**src/rtl/program_loader_pkg.sv**
```systemverilog
// Shared types and sizing helpers for the instruction-memory program loader.
//   state_t          : loader FSM states (CHECK is only reachable with CHECKSUM_EN)
//   BYTES_PER_WORD   : bytes per instruction word at the default sizes
//   BYTE_CNT_W       : width of the in-word byte counter at the default sizes
//   bytes_per_word() / cnt_width() : same quantities for arbitrary parameters
package program_loader_pkg;

  typedef enum logic [2:0] {IDLE, RECV, WRITE, DONE, ERROR, CHECK} state_t;

  localparam int WORD_SIZE_DEF  = 32;
  localparam int BYTE_BITS_DEF  = 8;
  localparam int BYTES_PER_WORD = WORD_SIZE_DEF / BYTE_BITS_DEF;
  localparam int BYTE_CNT_W     = (BYTES_PER_WORD > 1) ? $clog2(BYTES_PER_WORD) : 1;

  function automatic int bytes_per_word(int word_size, int byte_bits);
    return word_size / byte_bits;
  endfunction

  // A one-byte word still needs a 1-bit counter to stay a legal vector.
  function automatic int cnt_width(int n);
    return (n > 1) ? $clog2(n) : 1;
  endfunction

endpackage

```
**src/rtl/program_loader_if.sv**
```systemverilog
// Loader bus: byte stream in (valid/ready) plus instruction-memory write port out.
//   master : stream source / memory observer (drives byte_valid, byte_data)
//   slave  : the loader (drives byte_ready, prog, addr, code)
interface program_loader_if #(
  parameter int ADDRESS_BITS = 32,
  parameter int WORD_SIZE    = 32,
  parameter int BYTE_BITS    = 8
);
  logic                    byte_valid;
  logic [BYTE_BITS-1:0]    byte_data;
  logic                    byte_ready;
  logic                    prog;
  logic [ADDRESS_BITS-1:0] addr;
  logic [WORD_SIZE-1:0]    code;

  modport master (output byte_valid, byte_data, input byte_ready, prog, addr, code);
  modport slave  (input byte_valid, byte_data, output byte_ready, prog, addr, code);
endinterface

```
**src/rtl/program_loader_byte_packer.sv**
```systemverilog
// module_byte_packer: packs a byte stream big-endian into words.
//   clk, rst_n  : clock, async active-low reset
//   in_valid    : a byte transfers this cycle
//   in_byte     : the byte
//   clear       : drop any partial word and restart at byte 0
//   word        : shift register; holds the full word the cycle after the last byte
//   word_valid  : combinational pulse on the transfer that completes a word
module module_byte_packer
  import program_loader_pkg::*;
#(
  parameter int WORD_SIZE = 32,
  parameter int BYTE_BITS = 8
) (
  input  logic                 clk,
  input  logic                 rst_n,
  input  logic                 in_valid,
  input  logic [BYTE_BITS-1:0] in_byte,
  input  logic                 clear,
  output logic [WORD_SIZE-1:0] word,
  output logic                 word_valid
);
  localparam int BPW = bytes_per_word(WORD_SIZE, BYTE_BITS);
  localparam int CW  = cnt_width(BPW);

  logic [CW-1:0] cnt;
  logic          last;

  assign last       = (cnt == CW'(BPW - 1));
  assign word_valid = in_valid && last;

  // Shifting left means the first byte of a word ends up in the top lane
  // once BPW bytes have gone in; older bytes simply fall off the top.
  always_ff @(posedge clk or negedge rst_n) begin
    if (!rst_n) begin
      word <= '0;
      cnt  <= '0;
    end else if (clear) begin
      word <= '0;
      cnt  <= '0;
    end else if (in_valid) begin
      word <= (word << BYTE_BITS) | WORD_SIZE'(in_byte);
      cnt  <= last ? '0 : cnt + CW'(1);
    end
  end
endmodule

```
**src/rtl/module_program_loader.sv**
```systemverilog
// module_program_loader: writes a byte-streamed program image into instruction
// memory at word addresses 0..length-1 and holds the CPU until it is complete.
//   clk, rst_n         : clock, async active-low reset
//   start, length      : begin a load of `length` words (ignored while loading)
//   bus (slave)        : byte_valid/byte_data/byte_ready stream, prog/addr/code write port
//   busy               : RECV or WRITE
//   done / error       : sticky completion / abort flags, cleared by an accepted start
//   cpu_run            : CPU release, equal to done
// Optional feature macro CHECKSUM_EN: one extra trailing word must equal the
// mod-2^WORD_SIZE sum of the image words, else the load ends in ERROR.
module module_program_loader
  import program_loader_pkg::*;
#(
  parameter int ADDRESS_BITS = 32,
  parameter int WORD_SIZE    = 32,
  parameter int BYTE_BITS    = 8,
  parameter int MEMORY       = 1024
) (
  input  logic                    clk,
  input  logic                    rst_n,
  input  logic                    start,
  input  logic [ADDRESS_BITS-1:0] length,
  program_loader_if.slave         bus,
  output logic                    busy,
  output logic                    done,
  output logic                    error,
  output logic                    cpu_run
);
  state_t                  state, state_nxt;
  logic [ADDRESS_BITS-1:0] len_q, wcnt;
  logic [WORD_SIZE-1:0]    word;
  logic                    word_valid, xfer, start_ok;

  assign start_ok = start && (state == IDLE || state == DONE || state == ERROR);
  assign xfer     = bus.byte_valid && bus.byte_ready;
  assign cpu_run  = done;

  module_byte_packer #(.WORD_SIZE(WORD_SIZE), .BYTE_BITS(BYTE_BITS)) u_packer (
    .clk        (clk),
    .rst_n      (rst_n),
    .in_valid   (xfer),
    .in_byte    (bus.byte_data),
    .clear      (start_ok),
    .word       (word),
    .word_valid (word_valid)
  );

`ifdef CHECKSUM_EN
  localparam state_t IMG_END = CHECK;
  logic [WORD_SIZE-1:0] acc, cs_word;
  // The checksum word is compared on the cycle its last byte arrives, so
  // fold that byte in here rather than waiting for the packer register.
  assign cs_word = (word << BYTE_BITS) | WORD_SIZE'(bus.byte_data);

  always_ff @(posedge clk or negedge rst_n) begin
    if (!rst_n)              acc <= '0;
    else if (start_ok)       acc <= '0;
    else if (state == WRITE) acc <= acc + word;
  end
`else
  localparam state_t IMG_END = DONE;
`endif

  always_ff @(posedge clk or negedge rst_n) begin
    if (!rst_n) begin
      state <= IDLE;
      len_q <= '0;
      wcnt  <= '0;
    end else begin
      state <= state_nxt;
      if (start_ok) begin
        len_q <= length;
        wcnt  <= '0;
      end else if (state == WRITE) begin
        wcnt  <= wcnt + ADDRESS_BITS'(1);
      end
    end
  end

  always_comb begin
    state_nxt      = state;
    bus.byte_ready = 1'b0;
    bus.prog       = 1'b0;
    bus.addr       = '0;
    bus.code       = '0;
    busy           = 1'b0;
    done           = 1'b0;
    error          = 1'b0;
    case (state)
      IDLE, DONE, ERROR: begin
        done  = (state == DONE);
        error = (state == ERROR);
        if (start) begin
          if (length > ADDRESS_BITS'(MEMORY)) state_nxt = ERROR;
          else if (length == '0)              state_nxt = IMG_END;
          else                                state_nxt = RECV;
        end
      end
      RECV: begin
        bus.byte_ready = 1'b1;
        busy           = 1'b1;
        if (word_valid) state_nxt = WRITE;
      end
      WRITE: begin
        bus.prog = 1'b1;
        bus.addr = wcnt;
        bus.code = word;
        busy     = 1'b1;
        state_nxt = (wcnt + ADDRESS_BITS'(1) == len_q) ? IMG_END : RECV;
      end
`ifdef CHECKSUM_EN
      CHECK: begin
        bus.byte_ready = 1'b1;
        if (word_valid) state_nxt = (cs_word == acc) ? DONE : ERROR;
      end
`endif
      default: state_nxt = IDLE;
    endcase
  end
endmodule

```
**src/flat_wrapper.sv**
```systemverilog
// flat-port wrapper written by rule: the top's interface ports become plain ports
module module_program_loader_flat import program_loader_pkg::*;
#(
  parameter int ADDRESS_BITS = 32,
  parameter int WORD_SIZE    = 32,
  parameter int BYTE_BITS    = 8,
  parameter int MEMORY       = 1024
)
  (clk, rst_n, start, length, busy, done, error, cpu_run, bus_byte_valid, bus_byte_data, bus_byte_ready, bus_prog, bus_addr, bus_code);
  program_loader_if #(.ADDRESS_BITS(ADDRESS_BITS), .WORD_SIZE(WORD_SIZE), .BYTE_BITS(BYTE_BITS)) bus_i ();
  input  logic clk;
  input  logic rst_n;
  input  logic start;
  input  logic [ADDRESS_BITS-1:0] length;
  output logic busy;
  output logic done;
  output logic error;
  output logic cpu_run;
  input wire logic [$bits(bus_i.byte_valid)-1:0] bus_byte_valid;
  input wire logic [$bits(bus_i.byte_data)-1:0] bus_byte_data;
  output wire logic [$bits(bus_i.byte_ready)-1:0] bus_byte_ready;
  output wire logic [$bits(bus_i.prog)-1:0] bus_prog;
  output wire logic [$bits(bus_i.addr)-1:0] bus_addr;
  output wire logic [$bits(bus_i.code)-1:0] bus_code;
  assign bus_i.byte_valid = bus_byte_valid;
  assign bus_i.byte_data = bus_byte_data;
  assign bus_byte_ready = bus_i.byte_ready;
  assign bus_prog = bus_i.prog;
  assign bus_addr = bus_i.addr;
  assign bus_code = bus_i.code;
  module_program_loader #(.ADDRESS_BITS(ADDRESS_BITS), .WORD_SIZE(WORD_SIZE), .BYTE_BITS(BYTE_BITS), .MEMORY(MEMORY)) u_core (.clk(clk), .rst_n(rst_n), .start(start), .length(length), .bus(bus_i), .busy(busy), .done(done), .error(error), .cpu_run(cpu_run));
endmodule
```
**config.mk**
```make
export PLATFORM = sky130hd
export DESIGN_NAME = module_program_loader_flat
export DESIGN_NICKNAME = d
export VERILOG_FILES = /design/src/rtl/program_loader_pkg.sv /design/src/rtl/program_loader_if.sv /design/src/rtl/program_loader_byte_packer.sv /design/src/rtl/module_program_loader.sv /design/src/flat_wrapper.sv
export SDC_FILE = /design/constraint.sdc
export NUM_CORES = 1
export LEC_CHECK = 0
export CAP_MARGIN = 25
export CORE_MARGIN = 3
export CORE_UTILIZATION = 37
export DETAILED_ROUTE_END_ITERATION = 10
export SLEW_MARGIN = 15
export SYNTH_ARGS = -nofsm -noshare
export SYNTH_HDL_FRONTEND = slang
export SYNTH_SLANG_ARGS = --single-unit
export TNS_END_PERCENT = 1
```
**constraint.sdc**
```tcl
create_clock -name clk -period 3.77 [get_ports clk]
set_input_delay 1.131 -clock clk [delete_from_list [all_inputs] [get_ports clk]]
set_output_delay 1.131 -clock clk [all_outputs]
set_load 0.01 [all_outputs]
```
==> qor.yml <==
irDropWorstVdd_mv: 0.2396
outcome: "finished, final reports clean"
firstDrtPassIters: 5
placedInstanceArea_um2: 7317
drv_slew: 0
synthArstFlopShare_pct: 100.0
synthMuxAreaShare_pct: 0.1662
crit_path_end_kind: "primary output"
core-area_um2: 15890
clock.fmax_mhz: 285.1
rsz0062_at_grt: "false"
fin_area_um2: 7651
powerDensity_nw_per_um2: 382.3
start_util_pct: 37.91
synth_top_family_by_area: "simple AND/OR/NAND/NOR gates"
grt.met2_usage_pct: 34.26
clk_latency_ps: 350
grt_use_met1_pct: 27.68
gp_congestion: 0.9463
crit_fanout: 14
cts.clk_slew.worst_paths_ps: 70
fin_worst_skew_ps: 9.318
preCtsSetupSlack_ps: 383.8
drc: 0
setup-tns-final_ps: 0
cts_hold_buf: 0
nets: 876
required_ps: 2640
clock_path_buffers: 2
ios: 114
synth_cell_type_count: 55
post-cts-setup-buffers: 0
crit_arrival_ps: 2380
ys_seq_area_share_pct: 41.97
synth_adder_area_share_pct: 0.4155
yosys.area_share.simple_pct: 32.10
hold_viol: 0
post-route-period-util_pct: 93.04
num_vias: 5803
fill_cells: 1571
grt_overflow_total: 0
vias_per_cell: 5.521
synthFlopType: "dfrtp_1"
grt_pass1_vias: 5695
startpoint_type: "flip-flop"
syn_inst: 753
synth-xor-area-share_pct: 6.399
antenna_found_initial: 0
worstMarginPinSlew_ps: 855.4
wire_per_inst_um: 17.72
cts_buffers: 9
cts_tree: "done"
h-tree-depth: 3
grt_max_degree: 67
period_needed_ps: 3508
diodes: 0
die_h_um: 133.6
syn_to_final_growth_pct: 27.05
die_w_um: 133.6
final_layout_size_suffix_gt1_share_pct: 6.228
syn_area_per_cell_um2: 7.997
gr-usage-all-layers_pct: 20.95
clock_sinks: 101
synth_edf_count: 0
ys_ff_latch: 101
leakagePower_nw: 3.266
routed_wirelength_um: 18620
root_buffer: "clkbuf_16"
top_usage_layer: "met2"
synth_compound_area_share_pct: 13.90
fin_total_pwr_mw: 2.925
max_cap_violations: 0
drtIter0Drc: 644
numPortBuffers: 113
setup_ws_ps: 262.3
mostFrequentLayoutCell: "nand2_1"
antenna_left: 0
grt_pass1_wl_um: 30170
rows: 46
die-area_um2: 17840
max_slew_margin_pct: 41.50
yosysWarnings: 0
setup_viol: 0
layout_common_cells: "nand2_1, clkdlybuf4s50_1, dfrtp_1"
met3_usage_pct: 4.645
synth_area_um2: 6022
criticalPathCategory: "reg2out"
hold_class: "reg2reg"
syn-num-nets: 799
dp.final_hpwl_um: 13210
==> cells in the mapped netlist (4+ instances only) <==
library cell,n,share of area [%]
o21ai_0,49,4.1
nor2_1,34,2.1
inv_1,10,0.62
o41ai_1,9,1.3
and3_1,64,6.6
nand3_1,13,1.1
or4_1,6,0.75
dfrtp_1,101,42
xnor2_1,30,4.4
xor2_1,14,2.0
or3_1,6,0.62
nor3_1,5,0.42
clkbuf_1,45,2.8
a21oi_1,49,4.1
nor4_1,20,2.1
nand4_1,19,2.0
buf_2,15,1.2
nand2_1,189,12
nand2b_1,4,0.42
o31ai_1,8,1.0
a31oi_1,8,0.83
==> per-stage QoR <==
step,utilization [%],std cells,hold WS (ps)
2_1_floorplan,-,753,465.2
3_3_place_gp,46.06,1035,486.1
3_5_place_dp,46.06,1035,484.0
4_1_cts,48.15,1051,503.3
5_1_grt,48.16,1051,528.4
6_report,48.16,1051,501.4
==> path summary, 6_finish.rpt <==
kind	start	slack, ps	cells past startpoint	to
hold / removal	u_core.len_q[15]	500	2	u_core.len_q[15]
hold reg to reg	u_core.len_q[15]	500	2	u_core.len_q[15]
min in group asynchronous	rst_n	900	1	u_core.u_packer.word[4]
setup / recovery	u_core.state[1]	260	4	bus_addr[3]
max in group asynchronous	rst_n	2180	2	u_core.wcnt[7]
setup reg to reg	u_core.wcnt[0]	720	8	u_core.state[1]
==> logic make-up after synthesis <==
kind of cell,after synthesis
AND/OR/NAND/NOR,389
AO/OA/AOI/OAI,143
flip-flops,101
buffers and inverters,73
XOR/XNOR,44
adder cells (fa/ha/maj),2
multiplexers,1
==> final cells by class <==
class	count	area, µm²	area share (%)
timing repair buffer	128	1279	16.71
clock buffer	9	225.2	2.944
inverter	11	41.29	0.5397
sequential	101	2527	33.03
tap	216	270.3	3.532
multi-input combinational	579	3202	41.85
clock inverter	7	106.4	1.390
==> per-layer routing <==
metal	share of wire (%)	wire length (µm)
met5	0	0
met4	2.0	364
met1	44	8202
met3	6.4	1190
met2	48	8867
==> power breakdown <==
group	leakage, nW	total (mW)	internal (mW)	switching [mW]
combinational	1.75	0.590	0.241	0.349
sequential	1.35	1.30	1.19	0.106
clock	0.162	1.03	0.593	0.442
total	3.27	2.93	2.03	0.897
==> state kept, by name (all words and copies together) (netlist names) <==
name	cells
u_core.len_q	32
u_core.state	3
u_core.u_packer.cnt	2
u_core.u_packer.word	32
u_core.wcnt	32
==> what timing repair did <==
item / in CTS / in global routing
endpoints found under the hold margin: 0 / 0
endpoints found under the setup margin: 0 / 2
gates resized for setup: 0 / 1
==> worst max-delay path: stages (launching register included) <==
cell	delay [ps]
dfrtp_1	570
nor2b_4	400
nand2_2	260
nor2_1	230
clkdlybuf4s50_1	570
Note: power is estimated with default switching activity, not from simulation.
